<file path="config.mk">
export PLATFORM = sky130hd
export DESIGN_NAME = fcmp_unit
export DESIGN_NICKNAME = d
export VERILOG_FILES = /design/src/rtl/fcmp_unit_pkg.sv /design/src/rtl/fcmp_unit_fp_field_decode.sv /design/src/rtl/fcmp_unit.sv
export SDC_FILE = /design/constraint.sdc
export NUM_CORES = 1
export LEC_CHECK = 0
export CAP_MARGIN = 20
export CORE_UTILIZATION = 53
export CTS_CLUSTER_SIZE = 14
export DETAILED_ROUTE_END_ITERATION = 7
export PLACE_DENSITY = 0.81
export SLEW_MARGIN = 20
export SYNTH_ARGS = -nofsm -noshare
export SYNTH_HDL_FRONTEND = slang
export SYNTH_SLANG_ARGS = --single-unit
</file>
<file path="constraint.sdc">
create_clock -name clk -period 3.6 [get_ports clk]
set_input_delay 0.36 -clock clk [delete_from_list [all_inputs] [get_ports clk]]
set_output_delay 0.36 -clock clk [all_outputs]
set_load 0.01 [all_outputs]
</file>
<file path="src/rtl/fcmp_unit_pkg.sv">
// Shared FPU definitions: compare/classify opcodes, canonical NaN,
// FCLASS bit positions and the decoded-field record for a single-precision word.
package fcmp_unit_pkg;

  typedef enum logic [2:0] {
    FCMP_FEQ    = 3'd0,
    FCMP_FLT    = 3'd1,
    FCMP_FLE    = 3'd2,
    FCMP_FMIN   = 3'd3,
    FCMP_FMAX   = 3'd4,
    FCMP_FCLASS = 3'd5
  } fcmp_op_e;

  localparam logic [31:0] CANON_NAN = 32'h7FC0_0000;
  localparam logic [31:0] NEG_ZERO  = 32'h8000_0000;

  localparam int FCLASS_NEG_INF  = 0;
  localparam int FCLASS_NEG_NORM = 1;
  localparam int FCLASS_NEG_SUB  = 2;
  localparam int FCLASS_NEG_ZERO = 3;
  localparam int FCLASS_POS_ZERO = 4;
  localparam int FCLASS_POS_SUB  = 5;
  localparam int FCLASS_POS_NORM = 6;
  localparam int FCLASS_POS_INF  = 7;
  localparam int FCLASS_SNAN     = 8;
  localparam int FCLASS_QNAN     = 9;

  typedef struct packed {
    logic sign;
    logic is_zero;
    logic is_inf;
    logic is_nan;
    logic is_snan;
    logic is_sub;
  } fp_fields_t;

  // One-hot class mask; anything not zero/sub/inf/nan is a normal number.
  function automatic logic [9:0] fclass_mask(input fp_fields_t f);
    logic [9:0] m;
    logic       is_norm;
    m       = '0;
    is_norm = !(f.is_zero || f.is_sub || f.is_inf || f.is_nan);
    if (f.is_nan) begin
      if (f.is_snan) m[FCLASS_SNAN] = 1'b1;
      else           m[FCLASS_QNAN] = 1'b1;
    end else if (f.sign) begin
      m[FCLASS_NEG_INF]  = f.is_inf;
      m[FCLASS_NEG_NORM] = is_norm;
      m[FCLASS_NEG_SUB]  = f.is_sub;
      m[FCLASS_NEG_ZERO] = f.is_zero;
    end else begin
      m[FCLASS_POS_INF]  = f.is_inf;
      m[FCLASS_POS_NORM] = is_norm;
      m[FCLASS_POS_SUB]  = f.is_sub;
      m[FCLASS_POS_ZERO] = f.is_zero;
    end
    return m;
  endfunction

endpackage

</file>
<file path="src/rtl/fcmp_unit_fp_field_decode.sv">
// Purely combinational split of an IEEE-754 single into its class flags.
module fp_field_decode
  import fcmp_unit_pkg::*;
(
  input  logic [31:0] x,
  output fp_fields_t  f
);

  logic exp_ff;
  logic exp_zero;
  logic mant_zero;

  // Decode exponent/mantissa extremes into the class flags.
  always_comb begin
    exp_ff    = (x[30:23] == 8'hFF);
    exp_zero  = (x[30:23] == 8'h00);
    mant_zero = (x[22:0] == 23'd0);
    f         = '0;
    f.sign    = x[31];
    f.is_zero = exp_zero && mant_zero;
    f.is_inf  = exp_ff && mant_zero;
    f.is_nan  = exp_ff && !mant_zero;
    f.is_snan = exp_ff && !mant_zero && !x[22];
    f.is_sub  = exp_zero && !mant_zero;
  end

endmodule

</file>
<file path="src/rtl/fcmp_unit.sv">
// Two-stage FP compare/min/max/classify unit with valid/ready on both sides.
// Stage 1 holds decoded operand fields, stage 2 holds the selected result.
module fcmp_unit
  import fcmp_unit_pkg::*;
#(
  parameter int TAG_W = 5
) (
  input  logic             clk,
  input  logic             rst,
  input  logic             flush,
  input  logic             in_valid,
  output logic             in_ready,
  input  logic [2:0]       op,
  input  logic [31:0]      x1,
  input  logic [31:0]      x2,
  input  logic [TAG_W-1:0] tag_in,
  output logic             out_valid,
  input  logic             out_ready,
  output logic [31:0]      y,
  output logic [TAG_W-1:0] tag_out,
  output logic             illegal,
  output logic             busy
);

  fp_fields_t       dec1, dec2;
  logic             adv1, adv2;

  logic             s1_valid;
  logic [2:0]       s1_op;
  logic [TAG_W-1:0] s1_tag;
  logic [31:0]      s1_x1, s1_x2;
  fp_fields_t       s1_f1, s1_f2;
  logic             s1_mag_lt, s1_mag_eq;

  logic             s2_valid;
  logic [31:0]      s2_y;
  logic [TAG_W-1:0] s2_tag;
  logic             s2_ill;

  logic             any_nan, both_zero, feq, lt12, lt21;
  logic [31:0]      res_y;
  logic             res_ill;

  fp_field_decode u_dec1 (.x(x1), .f(dec1));
  fp_field_decode u_dec2 (.x(x2), .f(dec2));

  assign adv2      = !s2_valid || out_ready;
  assign adv1      = !s1_valid || adv2;
  assign in_ready  = adv1;
  assign out_valid = s2_valid;
  assign y         = s2_y;
  assign tag_out   = s2_tag;
  assign illegal   = s2_ill;
  assign busy      = s1_valid || s2_valid;

  // Stage 1 occupancy; flush wins over a same-cycle accept.
  always_ff @(posedge clk) begin
    if (rst)        s1_valid <= 1'b0;
    else if (flush) s1_valid <= 1'b0;
    else if (adv1)  s1_valid <= in_valid;
  end

  // Stage 1 payload: decoded fields, magnitude compare and raw operands.
  always_ff @(posedge clk) begin
    if (adv1 && in_valid) begin
      s1_op     <= op;
      s1_tag    <= tag_in;
      s1_x1     <= x1;
      s1_x2     <= x2;
      s1_f1     <= dec1;
      s1_f2     <= dec2;
      s1_mag_lt <= (x1[30:0] < x2[30:0]);
      s1_mag_eq <= (x1[30:0] == x2[30:0]);
    end
  end

  // Ordered less-than in both directions, used by FLT/FLE and by min/max selection.
  always_comb begin
    any_nan   = s1_f1.is_nan || s1_f2.is_nan;
    both_zero = s1_f1.is_zero && s1_f2.is_zero;
    feq       = !any_nan && (both_zero || (s1_x1 == s1_x2));
    if (s1_f1.sign != s1_f2.sign) begin
      lt12 = s1_f1.sign && !both_zero;
      lt21 = s1_f2.sign && !both_zero;
    end else if (!s1_f1.sign) begin
      lt12 = s1_mag_lt;
      lt21 = !s1_mag_lt && !s1_mag_eq;
    end else begin
      lt12 = !s1_mag_lt && !s1_mag_eq;
      lt21 = s1_mag_lt;
    end
  end

  // Result selection for the operation held in stage 1.
  always_comb begin
    res_y   = '0;
    res_ill = 1'b0;
    case (fcmp_op_e'(s1_op))
      FCMP_FEQ: res_y = {31'd0, feq};
      FCMP_FLT: res_y = {31'd0, !any_nan && lt12};
      FCMP_FLE: res_y = {31'd0, feq || (!any_nan && lt12)};
      FCMP_FMIN: begin
        if (s1_f1.is_nan && s1_f2.is_nan) res_y = CANON_NAN;
        else if (s1_f1.is_nan)            res_y = s1_x2;
        else if (s1_f2.is_nan)            res_y = s1_x1;
        else if (both_zero)               res_y = (s1_f1.sign || s1_f2.sign) ? NEG_ZERO : 32'd0;
        else                              res_y = lt21 ? s1_x2 : s1_x1;
      end
      FCMP_FMAX: begin
        if (s1_f1.is_nan && s1_f2.is_nan) res_y = CANON_NAN;
        else if (s1_f1.is_nan)            res_y = s1_x2;
        else if (s1_f2.is_nan)            res_y = s1_x1;
        else if (both_zero)               res_y = (s1_f1.sign && s1_f2.sign) ? NEG_ZERO : 32'd0;
        else                              res_y = lt12 ? s1_x2 : s1_x1;
      end
      FCMP_FCLASS: res_y = {22'd0, fclass_mask(s1_f1)};
      default: begin
        res_y   = '0;
        res_ill = 1'b1;
      end
    endcase
  end

  // Stage 2: output register, held while the consumer stalls.
  always_ff @(posedge clk) begin
    if (rst) begin
      s2_valid <= 1'b0;
      s2_y     <= '0;
      s2_tag   <= '0;
      s2_ill   <= 1'b0;
    end else begin
      if (flush)     s2_valid <= 1'b0;
      else if (adv2) s2_valid <= s1_valid;
      if (!flush && adv2 && s1_valid) begin
        s2_y   <= res_y;
        s2_tag <= s1_tag;
        s2_ill <= res_ill;
      end
    end
  end

endmodule

</file>
==> summary.md, run 1 <==
The run finished with clean final reports. The design draws 3.614 mW. For this run, the slowest stage of the critical path takes 0.56 ns. The first global-routing pass estimated 31050 um of wire. The synthesized netlist contains 57 unique library cells. The power density of the placed cells was 423.2 nW/um^2.

Number of fill cells: 919. The period utilization is 0.7643, and the number of hold-slack violations in the final timing report is 0. The logs give 0.3227 for the overall track demand over capacity in global routing and 3.90 ns for the data required time of the critical path.

The initial antenna violation count came out at 0. The run gives 36 as the pin count of the biggest net entering global routing. In this run the worst hold path is classified as reg2reg. The max-slew headroom at the worst pin is 0.4425, and the data arrival time of the critical path is 3.05 ns. The share of async-settable or async-resettable flops after synthesis is 0. TritonCTS built the clock tree. The run gives 363.5 MHz as the highest attainable clock frequency. Setup repair after global routing left no endpoint under its margin.

The number of synthesized register bits is 121. The worst clock skew is 0.006347 ns. The logs give 0 ns for the summed negative setup slack over all endpoints and 484 for the iteration-0 DRC count of the detailed router.

After clock tree synthesis, the flow added hold-fix buffers numbering 0. For the multi-input gate area in the final layout, the log shows 3137 um^2. The logs give 15110 um for the half-perimeter wire length of the detailed placement result and 879 for the final-stage net count. The detailed router placed 6009 vias in this run. The width of the die was 114.0 um.

In this run, CTS created clock tree buffers numbering 17. The tools report the total overflow reported by the global router as 0. The core region is 12110 um^2. In this run the vertical extent of the chip is 114.0 um. The tools report the kind of start point of the critical path as a register. The biggest area contributor in the post-synthesis netlist is sky130_fd_sc_hd__edfxtp_1.

After detailed routing, the number of remaining DRC violations is 0. Synthesis-to-finish area growth: 28.48%. Yosys printed 0 warnings. The count of buffer and inverter cells on the critical path came out at 1. For this run, the leading register cell type out of synthesis is sky130_fd_sc_hd__edfxtp_1. Max-cap violations in this run came to 0.

The worst setup path is captured at a register. The number of cells upsized or downsized after cts came out at 0. Clock latency reported for the late side of the worst-skew pair: 0.42 ns.

The number of setup buffers added after CTS is 0. Synthesis produced 651 cells. The worst setup path is of the reg2reg kind.

At the end of routability-driven placement, the weighted congestion stood at 0.9810. The cell sitting at the root of the clock tree is a sky130_fd_sc_hd__clkbuf_16. The synthesized design contains 81 enable-type register cells.

Walking the worst path, the cells encountered are inv_1 -> ha_1 -> a21oi_1 -> a22oi_1 -> nand2_1 -> a21oi_2 -> a221oi_2 -> a2111oi_2. Buffers placed on the I/O ports in this run total 117. The sequential cell area fraction in the yosys report is 0.4864.

Broken down by cell family, the worst path's largest delay share belongs to compound AO/OA/AOI/OAI gates. For this design, the slowest cell found on the critical path is sky130_fd_sc_hd__a21oi_2. The number of nets in the synthesized netlist is 761, and the final number of max-transition violations is 0.

For the finished layout, the period the worst path requires is 2.751 ns. The logs give 40 for the site row count and 12990 um^2 for the area of the die. The final design utilization was 0.7052. The count of nets left with antenna violations once routing finished came out at 0. The top cell type's share of synthesized area was 0.3659; the maximum fanout along the worst path was 14.

The synthesized netlist occupies a cell area of 6648 um^2. The first detailed-routing pass took 5 iterations. Summed over all cells, the static leakage comes to 3.102 nW. In the final routed layout, each cell accounts on average for 21.29 um. The run gives 0.5489 as the initial cell density of the core. The via count of the first global-routing pass was 5707.

The number of antenna diodes in the final layout is 0. After synthesis, the cell types taking the most area are sky130_fd_sc_hd__edfxtp_1 37%, sky130_fd_sc_hd__dfxtp_1 12%, sky130_fd_sc_hd__ha_1 6.2%, sky130_fd_sc_hd__a21oi_1 4.1%, sky130_fd_sc_hd__xor2_1 3.6%. Summing all flip-flop and latch instances after layout gives 3233 um^2. The tree built by TritonCTS fans out to 121 sinks. Wires add up to 20220 um. The synthesized area divided by synthesized cell count works out to 10.21 um^2.

The total I/O pin count is 118. The final-report setup violation count is 0, and the largest voltage drop on the vdd net is 0.2971 mV. The tools report the count of H-tree levels built during CTS as 4. For the pin with the worst max-slew slack, the measured transition is 0.8336 ns. No sink is reached through more buffers than the 2 on the longest clock path. Clock-pin slew was measured on the worst setup and hold paths at 0.05 ns.

Dividing the detail-routed via count by the number of cells gives 6.325. The ratio of cells with drive above 1 in the final layout came out at 0.07161.
==> where the power goes <==
part / internal, mW / total (mW) / switching, mW
registers: 1.55 / 1.62 / 0.0692
logic: 0.194 / 0.419 / 0.225
clock network: 0.991 / 1.58 / 0.588
==> flip-flops by register name, summed over array words and instances, names as in the netlist <==
signal     cells
s1_x1         32
s1_x2         32
y             32
s1_f1          5
s1_tag         5
tag_out        5
s1_op          3
s1_f2          2
illegal        1
out_valid      1
s1_mag_eq      1
s1_mag_lt      1
s1_valid       1
==> synth_stat cells (22+ instances only) <==
cell type	count
sky130_fd_sc_hd__edfxtp_1	81
sky130_fd_sc_hd__o21ai_0	38
sky130_fd_sc_hd__a21boi_0	24
sky130_fd_sc_hd__inv_1	38
sky130_fd_sc_hd__nor2_1	41
sky130_fd_sc_hd__ha_1	33
sky130_fd_sc_hd__dfxtp_1	40
sky130_fd_sc_hd__a21oi_1	54
sky130_fd_sc_hd__nor4_1	22
sky130_fd_sc_hd__nand2_1	50
sky130_fd_sc_hd__xor2_1	27
sky130_fd_sc_hd__a22oi_1	29
==> routing by layer <==
metal  global-route usage  up-vias  part of all wire
met1               0.4270     2843              0.41
li1                     -     2730                 -
met3              0.06429       59             0.090
met4               0.1870        0             0.047
met5                    0        -                 0
met2               0.4945      377              0.45
==> cell type report <==
type                            count  area share
Sequential cell                   121      0.3786
Multi-Input combinational cell    462      0.3673
Timing Repair Buffer              129      0.1477
Clock buffer                       25     0.06065
Tap cell                          168     0.02461
Inverter                           38     0.01670
Clock inverter                      7    0.004541
==> stage by stage <==
step / instance area, um^2 / hold slack, ns / setup slack (ns) / cells
floorplan: 6648 / 0.4393 / 0.5960 / 651
global placement: 7984 / 0.4445 / 1.040 / 918
detailed placement: 7984 / 0.4553 / 0.9289 / 918
CTS: 8541 / 0.4628 / 0.9212 / 950
global route: 8541 / 0.4861 / 0.6436 / 950
finish: 8541 / 0.4585 / 0.8486 / 950
==> worst min-delay path, stage by stage (launching register included) <==
cell                      delay [ns]
sky130_fd_sc_hd__dfxtp_1        0.31
sky130_fd_sc_hd__nand2_1        0.05
sky130_fd_sc_hd__a21oi_1        0.05
==> cells by family (layout without fill, tap and decap cells) <==
logic type / after synthesis / count (layout) / share of synthesized area
AOI/OAI and AO/OA: 225 / 225 / 0.2379
buffers and inverters: 68 / 199 / 0.04216
adders and majority gates: 33 / 33 / 0.06211
DFF: 121 / 121 / 0.4864
and+or+nand+nor: 174 / 174 / 0.1319
xor gates and xnor gates: 30 / 30 / 0.03953
==> placed cells by master, fill, tap and decap left out, types with 8 or more instances in the layout <==
cell | synthesis | routed
sky130_fd_sc_hd__ha_1 | 33 | 33
sky130_fd_sc_hd__o21ai_0 | 38 | 38
sky130_fd_sc_hd__dfxtp_1 | 40 | 40
sky130_fd_sc_hd__nand2_1 | 50 | 50
sky130_fd_sc_hd__clkdlybuf4s50_1 | 0 | 117
sky130_fd_sc_hd__a21o_1 | 8 | 8
sky130_fd_sc_hd__edfxtp_1 | 81 | 81
sky130_fd_sc_hd__inv_1 | 38 | 38
sky130_fd_sc_hd__a221o_1 | 17 | 17
sky130_fd_sc_hd__a22oi_1 | 29 | 29
sky130_fd_sc_hd__o21a_1 | 16 | 16
sky130_fd_sc_hd__nor3_1 | 15 | 15
sky130_fd_sc_hd__buf_4 | 0 | 12
sky130_fd_sc_hd__nor4_1 | 22 | 22
sky130_fd_sc_hd__a21oi_1 | 54 | 54
sky130_fd_sc_hd__nand4_1 | 11 | 11
sky130_fd_sc_hd__nor2_1 | 41 | 41
sky130_fd_sc_hd__a21boi_0 | 24 | 24
sky130_fd_sc_hd__clkbuf_16 | 0 | 19
sky130_fd_sc_hd__xor2_1 | 27 | 27
==> worst paths after layout <==
| path | from | end | slack (ns) | cells after the start |
|---|---|---|---|---|
| setup reg to reg | s1_x1[31] | y[8] | 0.85 | 8 |
| setup / recovery | s1_x1[31] | y[8] | 0.85 | 8 |
| hold / removal | tag_out[0] | tag_out[0] | 0.46 | 2 |
| hold reg to reg | tag_out[0] | tag_out[0] | 0.46 | 2 |
(Power assumes the default switching activity.)
==> inputs of run 2 (changes only) <==
CORE_UTILIZATION = 48   (was 53)
PLACE_DENSITY = 0.78   (was 0.81)
clock period = 2.2 ns   (was 3.6 ns; I/O delays follow)
==> run 2 against run 1 <==
Compared with the run above:
- the run now ends with design-rule violations left
- first-iteration DRC count increased by 56%
- sequential share of layout area decreased by 2.7 points
- largest cell class unchanged
- combinational power increased by 96%
- count of clock-buffer cells in the layout down 8
- sequential power rose by 62%
==> summary.md, run 2 (same netlist as run 1, synthesis figures left out) <==
The via count of the first global-routing pass came out at 6135 (was 5707). The data required time of the critical path was 2.48 ns (was 3.90 ns); the worst clock skew was 0.008146 ns (was 0.006347 ns). The tools report the kind of start point of the critical path as a register (unchanged). The number of CTS-inserted buffers was 17 (unchanged).

Clock root buffer master: sky130_fd_sc_hd__clkbuf_16 (unchanged). The clock latency reported for the late side of the worst-skew pair came out at 0.42 ns (about the same). For the static power due to leakage, the log shows 3.449 nW (was 3.102 nW). The cell total after placement came out at 995 (was 918).

The tools report the number of detailed-routing iterations run before antenna repair as 8 (was 5). Average wire per cell in the routed design: 20.59 um (was 21.29 um). The pin count of the biggest net entering global routing was 39 (was 36); the post-placement setup slack was -0.2359 ns (was 0.9289 ns). The post-route standard cell area excluding fillers was 9188 um^2 (was 8541 um^2). The number of cells traversed by the worst hold path was 1 (was 2). The count of non-filler cells in the finished layout is 1028 (was 950), and the total I/O pin count is 118 (unchanged).

Slew at the pin with the worst max-slew slack: 0.6040 ns (was 0.8336 ns). The run gives 8710 um (was 8278 um) as the wire length the detailed router placed on met1. The logs give 2.45 ns (was 3.05 ns) for the data arrival time of the critical path and 0.5238 mV (was 0.2971 mV) for the largest voltage drop on the vdd net. The highest attainable clock frequency is 459.3 MHz (was 363.5 MHz), and the y dimension of the die is 119.7 um (was 114.0 um).

Antenna diode instance count: 0 (unchanged). The setup slack after layout was 0.02294 ns (was 0.8486 ns). The top metal layer carrying routed signals was met4 (unchanged). The width of the die was 119.7 um (was 114.0 um); the period utilization was 0.9896 (was 0.7643). The logs give 0.4961 (was 0.5489) for the initial cell density of the core and 7 (was 0) for the final routed DRC violation total. The logs give 8549 um^2 (was 7984 um^2) for the placed standard-cell area and 0 (unchanged) for the initial antenna violation count. Wire length of the first global-routing pass: 32890 um (was 31050 um). Iteration-0 DRC count of the detailed router: 753 (was 484). The met2 routed wirelength is 9891 um (was 9166 um), and the area of the core region is 13400 um^2 (was 12110 um^2).

The logs give 0.9342 (was 0.9810) for the routability-driven placement congestion ratio and 6295 (was 6009) for the number of vias after detailed routing. The final design utilization is 0.6856 (was 0.7052). The area of the die came out at 14320 um^2 (was 12990 um^2). The type of element capturing the critical path was a register (unchanged). The logs give 0 (unchanged) for the total overflow reported by the global router and 0 (unchanged) for the final number of max-transition violations. The cell depth of the worst flop-to-flop path was 7 (was 8); the half-perimeter wire length of the detailed placement result was 16010 um (was 15110 um). The tools report the summed negative setup slack over all endpoints as 0 ns (unchanged). For the final-report setup violation count, the log shows 0 (unchanged). The largest buffer count on any clock path was 2 (unchanged). Setup repair after global routing could not meet its margin everywhere. For the final-stage net count, the log shows 949 (was 879). Most common cell after layout, fill and taps aside: sky130_fd_sc_hd__clkdlybuf4s50_1 (unchanged). The number of buffers inserted by port buffering was 117 (unchanged). The final hold slack is 0.3584 ns (was 0.4585 ns), and the overall track demand over capacity in global routing is 0.3033 (was 0.3227). The logs give 0.5951 (was 0.4425) for the max-slew headroom at the worst pin and 0 (unchanged) for the number of max-capacitance violations reported. The logs give 4 (unchanged) for the count of H-tree levels built during CTS and 121 (unchanged) for the number of sinks handled by clock tree synthesis. Most frequent cells in the layout: 117 x sky130_fd_sc_hd__clkdlybuf4s50_1, 81 x sky130_fd_sc_hd__edfxtp_1, 78 x sky130_fd_sc_hd__buf_4, 54 x sky130_fd_sc_hd__a21oi_1, 48 x sky130_fd_sc_hd__nand2_1 (was 117 x sky130_fd_sc_hd__clkdlybuf4s50_1, 81 x sky130_fd_sc_hd__edfxtp_1, 54 x sky130_fd_sc_hd__a21oi_1, 50 x sky130_fd_sc_hd__nand2_1, 41 x sky130_fd_sc_hd__nor2_1).

Startpoint-to-endpoint class of the critical path: reg2reg (unchanged). The clock-pin slew of the registers on the worst-case setup and hold paths was 0.06 ns (was 0.05 ns). The synthesis-to-finish area growth is 38.21% (was 28.48%). TritonCTS built the clock tree. Number of nets still failing antenna checks after routing: 0 (unchanged). The site row count was 42 (was 40); the ratio of cells with drive above 1 in the final layout was 0.1667 (was 0.07161).

The number of hold-slack violations in the final timing report was 0 (unchanged); the number of vias per cell after detailed routing was 6.124 (was 6.325). The maximum fanout along the worst path was 7 (was 14). The flow ran to the end, but the final reports show violations. The total length of routed wires was 21170 um (was 20220 um); the met3 layer wire length in the routed design was 1759 um (was 1819 um).

Classification of the worst-slack hold path: in2reg (was reg2reg). The checks that failed: design-rule violations. The minimum clock period after layout came out at 2.177 ns (was 2.751 ns). The power density of the placed cells works out to 658.9 nW/um^2 (was 423.2 nW/um^2). Total power: 6.053 mW (was 3.614 mW).
==> run 2: cell count changes in the layout (fill, tap and decap cells not counted), moves of 2 or more <==
cell and delta:
sky130_fd_sc_hd__buf_4 +66, sky130_fd_sc_hd__a22oi_1 -5, sky130_fd_sc_hd__a22oi_2 +5, sky130_fd_sc_hd__clkbuf_1 -4, sky130_fd_sc_hd__clkinv_4 +4, sky130_fd_sc_hd__buf_12 +3, sky130_fd_sc_hd__clkbuf_16 -2, sky130_fd_sc_hd__clkbuf_8 -2
sky130_fd_sc_hd__clkinvlp_4 +2, sky130_fd_sc_hd__inv_6 +2, sky130_fd_sc_hd__nand2_1 -2, sky130_fd_sc_hd__nand2_2 +2
==> run 2: worst max-delay path, cell delays in order, from the launching register on <==
cell                       delay, ns
sky130_fd_sc_hd__edfxtp_1       0.48
sky130_fd_sc_hd__or3b_1         0.39
sky130_fd_sc_hd__a21oi_2        0.29
sky130_fd_sc_hd__nor3_2         0.08
sky130_fd_sc_hd__o21a_2         0.25
sky130_fd_sc_hd__buf_4          0.17
sky130_fd_sc_hd__a22oi_1        0.26
sky130_fd_sc_hd__a21oi_1        0.11
==> run 2: layer usage <==
layer  vias to the layer above  track usage
met5                         -            0
met4                         0       0.1305
met3                        75      0.05323
met2                       402       0.4953
met1                      2949       0.3958
li1                       2869            -
==> run 2: what timing repair did <==
item                                    in CTS  in global routing
pin swaps                                    2                  1
setup buffers                                0                  1
gates resized for setup                      7                  9
endpoints found under the setup margin      30                 31
hold buffers                                 0                  0
==> run 2: layout make-up <==
cell class | count | area, um^2
sequential | 121 | 3233
clock inverter | 15 | 128.9
clock buffer | 17 | 425.4
tap | 176 | 220.2
multi-input combinational | 462 | 3209
fill | 1006 | 4213
timing repair buffer | 199 | 1828
inverter | 38 | 142.6
==> run 2: worst paths after layout <==
check,from,endpoint,slack [ns]
worst max register to register,s1_x1[31],y[3],0.02
worst max-delay path,s1_x1[31],y[3],0.02
worst min register to register,tag_out[2],tag_out[2],0.46
worst min-delay path,op[0],s1_op[0],0.36
==> run 2: power breakdown <==
| part | leakage, nW | switching (mW) | internal (mW) | total [mW] |
|---|---|---|---|---|
| clock network | 0.267 | 1.05 | 1.55 | 2.60 |
| registers | 1.12 | 0.101 | 2.53 | 2.63 |
| logic | 2.06 | 0.414 | 0.406 | 0.820 |
==> inputs of run 3 (changes only) <==
ABC_CLOCK_PERIOD_IN_PS = 2200   (was default)
==> results of run 3 <==
No change in the layout: final DEF, timing and power equal those of run 2.
==> variant 1 (flow settings as in run 1) <==
Change the parameter `TAG_W` from 5 to 10.
--- a/src/rtl/fcmp_unit.sv
+++ b/src/rtl/fcmp_unit.sv
@@ -4,5 +4,5 @@
   import fcmp_unit_pkg::*;
 #(
-  parameter int TAG_W = 5
+  parameter int TAG_W = 10
 ) (
   input  logic             clk,
Ports: changed (resized tag_in and tag_out); port bits go from 118 to 128. The function was not compared with the original's and may differ.
==> variant 1 against run 1 <==
  * Sequential cell count grew 10
  * Cell area grew 5.1%
  * Worst hold slack lost 0.0063 ns
  * Final cell count grew 5.3%
  * Worst setup slack lost 0.19 ns
  * Wire length grew 4.0%
  * Sequential power grew 7%
  * Power grew 3.0%
  * Synthesized area grew 5.7%
  * Global-route usage shrank 0.72 points
  * Critical path type unchanged
  * Largest cell class unchanged
  * Highest routed layer unchanged
==> variant 1: results (changes against run 1) <==
## Cells and area
* **final instance count without filler cells** 1,000, was 950
* **share of post-route cells with drive strength above 1** 0.0700, was 0.0716
* **signed area change from the synthesized netlist to the final layout** 27.7%, was 28.5%
* **multi-input gates** 481, was 462
* **clkbuf count** 23, was 25
* **fin area** 8970 um2, was 8540 um2
* **count of non-CTS inverters in the layout** 48, was 38
* **flip-flop and latch area** 3480 um2, was 3230 um2
* **Filler cells** 941, was 919

## Critical path
* **arrival time at the worst endpoint** 3.26 ns, was 3.05 ns
* **Crit path max-delay family** simple AND/OR/NAND/NOR gates, was compound AO/OA/AOI/OAI gates
* **end point of the critical path** y[1], was y[8]
* **cell at the slowest stage of the critical path** sky130_fd_sc_hd__nand2_1, was sky130_fd_sc_hd__a21oi_2
* **maximum fanout count along the critical path** 23, was 14

## Yosys
* **Post-Syn Nets** 813, was 761
* **number of standard cells after synthesis** 698, was 651
* **multiplexer share of the synthesized area** 0.00285, was 0
* **adder-cell share of the synthesized area** 0.0588, was 0.0621
* **register area share after synthesis** 0.496, was 0.486
* **compound-cell area share of the yosys netlist** 0.209, was 0.238

## Place
* **placed wire-length estimate** 15.1 mm, about the same
* **number of buffer cells added on primary ports** 127, was 117
* **Placed Cells** 968, was 918
* **Worst Setup Slack post-DPL** 0.768 ns, was 0.929 ns
* **GP Congestion** 0.924, was 0.981

## Routing
* **met2 routed WL** 9.98 mm, was 9.17 mm
* **final routed wirelength across all metal layers** 21.0 mm, was 20.2 mm
* **DRT iter0 DRCs** 803, was 484

## Status
* **result of the run** finished clean, unchanged

## Power and ir drop
* **switching part of the total** 0.253, was 0.244
* **Max rail drop VDD** 0.350 mV, was 0.297 mV

## STA
* **worst setup skew after layout** 0.00932 ns, was 0.00635 ns
* **Worst Max-Slew Pin Slew** 1.10 ns, was 0.834 ns
* **Final Hold Slack** 0.452 ns, was 0.459 ns

## Global route
* **number of global-route vias before repair** 5,947, was 5,707
* **maximum number of pins on one net before global-route repair** 54, was 36
* **all-layer global routing usage** 0.316, was 0.323
* **wire length of the first global-routing pass** 31.8 mm, was 31.1 mm

## Hold path
* **end of the worst hold path** tag_out[5], was tag_out[0]

-- variant 1: cells by family (layout without fill, tap and decap cells) --
kind of cell / after synthesis / count (layout)
AO/OA/AOI/OAI: 222 / 222
AND/OR/NAND/NOR: 193 / 193
flip-flops: 131 / 131
buffers and inverters: 86 / 216
adder cells (fa/ha/maj): 33 / 33
XOR/XNOR: 31 / 31
multiplexers: 2 / 2
-- variant 1: power groups by stage --
stage | logic [mW] | clock network [mW] | registers [mW]
final | 0.445 | 1.54 | 1.74
after global routing | 0.480 | 1.62 | 1.74
after CTS | 0.439 | 1.56 | 1.73
after detailed placement | 0.435 | 0 | 1.76
after global placement | 0.421 | 0 | 1.76
after floorplan | 0.232 | 0 | 1.74
-- variant 1: layer usage --
metal  vias to the layer above  GRT usage
met5                         -          0
met4                         0      0.105
met3                        39     0.0680
met2                       368      0.504
met1                      3003      0.427
li1                       2873          -
==> variant 2 (settings of run 1) <==
Without the edit above. Make the reset (`rst`) asynchronous in 2 clocked blocks.
--- a/src/rtl/fcmp_unit.sv
+++ b/src/rtl/fcmp_unit.sv
@@ -55,5 +55,5 @@
 
   // Stage 1 occupancy; flush wins over a same-cycle accept.
-  always_ff @(posedge clk) begin
+  always_ff @(posedge clk or posedge rst) begin
     if (rst)        s1_valid <= 1'b0;
     else if (flush) s1_valid <= 1'b0;
@@ -123,5 +123,5 @@
 
   // Stage 2: output register, held while the consumer stalls.
-  always_ff @(posedge clk) begin
+  always_ff @(posedge clk or posedge rst) begin
     if (rst) begin
       s2_valid <= 1'b0;
Check against the original RTL: differs if rst is asserted again (counterexample within 4 cycles, from zero or initial values and one cycle with rst high); with rst held inactive, the same outputs for 4 cycles.
==> variant 2 against run 1 <==
  * Worst hold slack lost 0.067 ns
  * Wire length shrank 5.7%
  * Sequential cell count is the same
  * Highest routed layer unchanged
  * Synthesized area is essentially flat
  * Clock skew grew 0.0019 ns
  * Cell area shrank 0.37%
  * Critical path type unchanged
  * Clock power is essentially flat
  * Power grew 8.4%
  * Critical endpoint is now y[10]
  * Worst setup slack lost 0.056 ns
==> variant 2: results (changes against run 1) <==
## Power and ir drop
* **Pleak** 3.32 nW, was 3.10 nW
* **Max rail drop VDD** 0.314 mV, was 0.297 mV

## Critical path
* **arrival time at the worst endpoint** 3.11 ns, was 3.05 ns
* **maximum fanout count along the critical path** 16, was 14
* **Crit path max-delay family** simple AND/OR/NAND/NOR gates, was compound AO/OA/AOI/OAI gates
* **Largest stage delay, worst path** 0.59 ns, was 0.56 ns
* **cell at the slowest stage of the critical path** sky130_fd_sc_hd__or2_1, was sky130_fd_sc_hd__a21oi_2

## Global route
* **antenna violations before repair** 0, unchanged
* **maximum number of pins on one net before global-route repair** 50, was 36
* **number of global-route vias before repair** 5,634, was 5,707
* **wire length of the first global-routing pass** 30.1 mm, was 31.1 mm
* **all-layer global routing usage** 0.308, was 0.323

## Routing
* **detailed-route via count** 5,828, was 6,009
* **DRT iter0 DRCs** 637, was 484
* **1st-pass router iterations** 5, unchanged
* **WL/cell** 20.4 um, was 21.3 um

## STA
* **worst slew slack as a fraction of its limit** 0.395, was 0.443
* **worst setup skew after layout** 0.00829 ns, was 0.00635 ns

## Yosys
* **leading post-synthesis cells by instance count** sky130_fd_sc_hd__edfxtp_1, sky130_fd_sc_hd__a21oi_1, sky130_fd_sc_hd__nand2_1, sky130_fd_sc_hd__inv_1, sky130_fd_sc_hd__o21ai_0, was sky130_fd_sc_hd__edfxtp_1, sky130_fd_sc_hd__a21oi_1, sky130_fd_sc_hd__nand2_1, sky130_fd_sc_hd__nor2_1, sky130_fd_sc_hd__dfxtp_1
* **XOR/XNOR share of the synthesized area** 0.0422, was 0.0395
* **synth top area cells** sky130_fd_sc_hd__edfxtp_1, sky130_fd_sc_hd__dfrtp_1, sky130_fd_sc_hd__ha_1, was sky130_fd_sc_hd__edfxtp_1, sky130_fd_sc_hd__dfxtp_1, sky130_fd_sc_hd__ha_1
* **Synth async-reset ratio** 0.331, was 0
* **adder-cell share of the synthesized area** 0.0621, about the same
* **register area share after synthesis** 0.517, was 0.486
* **multiplexer share of the synthesized area** 0.00847, was 0
* **compound-cell area share of the yosys netlist** 0.196, was 0.238
* **Post-Syn Nets** 751, was 761
* **warning count from the yosys run** 0, unchanged
* **Cell variety after synth** 54, was 57

## Status
* **result of the run** finished clean, unchanged

## Cells and area
* **Filler cells** 926, was 919
* **share of post-route cells with drive strength above 1** 0.0717, was 0.0716
* **number of nets in the layout** 864, was 879

## Place
* **GP Congestion** 0.949, was 0.981
* **Worst Setup Slack post-DPL** 0.848 ns, was 0.929 ns
* **placed wire-length estimate** 13.7 mm, was 15.1 mm
* **post-place instance area** 7950 um2, was 7980 um2

## Hold path
* **worst hold path class** in2async, was reg2reg

## variant 2: worst reg2reg max path, stage by stage, from the launching register on
cell	delay, ns
sky130_fd_sc_hd__edfxtp_1	0.53
sky130_fd_sc_hd__inv_1	0.08
sky130_fd_sc_hd__ha_1	0.37
sky130_fd_sc_hd__a21oi_1	0.15
sky130_fd_sc_hd__a22oi_1	0.11
sky130_fd_sc_hd__nor2_1	0.27
sky130_fd_sc_hd__or2_1	0.59
sky130_fd_sc_hd__buf_4	0.32
sky130_fd_sc_hd__a21oi_1	0.06
sky130_fd_sc_hd__o221ai_1	0.22
## variant 2: final timing paths
check	to	slack (ns)	from	cells past startpoint
max in group asynchronous	y[7]	2.81	rst	3
worst min-delay path	tag_out[1]	0.39	rst	3
worst max register to register	y[10]	0.79	s1_x1[31]	9
worst min register to register	tag_out[2]	0.48	s1_tag[2]	1
worst max-delay path	y[10]	0.79	s1_x1[31]	9
min in group clk	tag_out[2]	0.48	s1_tag[2]	1
## variant 2: layer usage
layer  vias to the layer above  global-route usage  share of wire
li1                       2637                   -              -
met1                      2769               0.430           0.41
met2                       372               0.480           0.47
met3                        50              0.0515          0.098
met4                         0               0.124          0.029
met5                         -                   0              0
## variant 2: cell families (layout without fill, tap and decap cells)
kind of cell / count (synthesis) / count (layout)
AOI/OAI and AO/OA: 200 / 200
and+or+nand+nor: 168 / 168
DFF: 121 / 121
buffers and inverters: 82 / 208
adders and majority gates: 33 / 33
xor gates and xnor gates: 32 / 32
muxes: 5 / 5
## variant 2: area by class of cell
cell class	count	share of cell area
clock inverter	14	0.0149
inverter	49	0.0216
tap	168	0.0247
multi-input combinational	438	0.338
timing repair buffer	127	0.146
sequential	121	0.403
clock buffer	18	0.0504
## variant 2: per-stage QoR
stage,instances,utilization
2_1_floorplan,641,-
3_3_place_gp,903,0.657
3_5_place_dp,903,0.657
4_1_cts,935,0.703
5_1_grt,935,0.703
6_report,935,0.703
## variant 2: report_power, final
| group | internal, mW | switching (mW) | leakage (nW) | total, mW |
|---|---|---|---|---|
| Sequential | 1.61 | 0.104 | 1.32 | 1.71 |
| Combinational | 0.313 | 0.308 | 1.73 | 0.621 |
| Clock | 0.950 | 0.635 | 0.260 | 1.58 |
| Total | 2.87 | 1.05 | 3.32 | 3.92 |
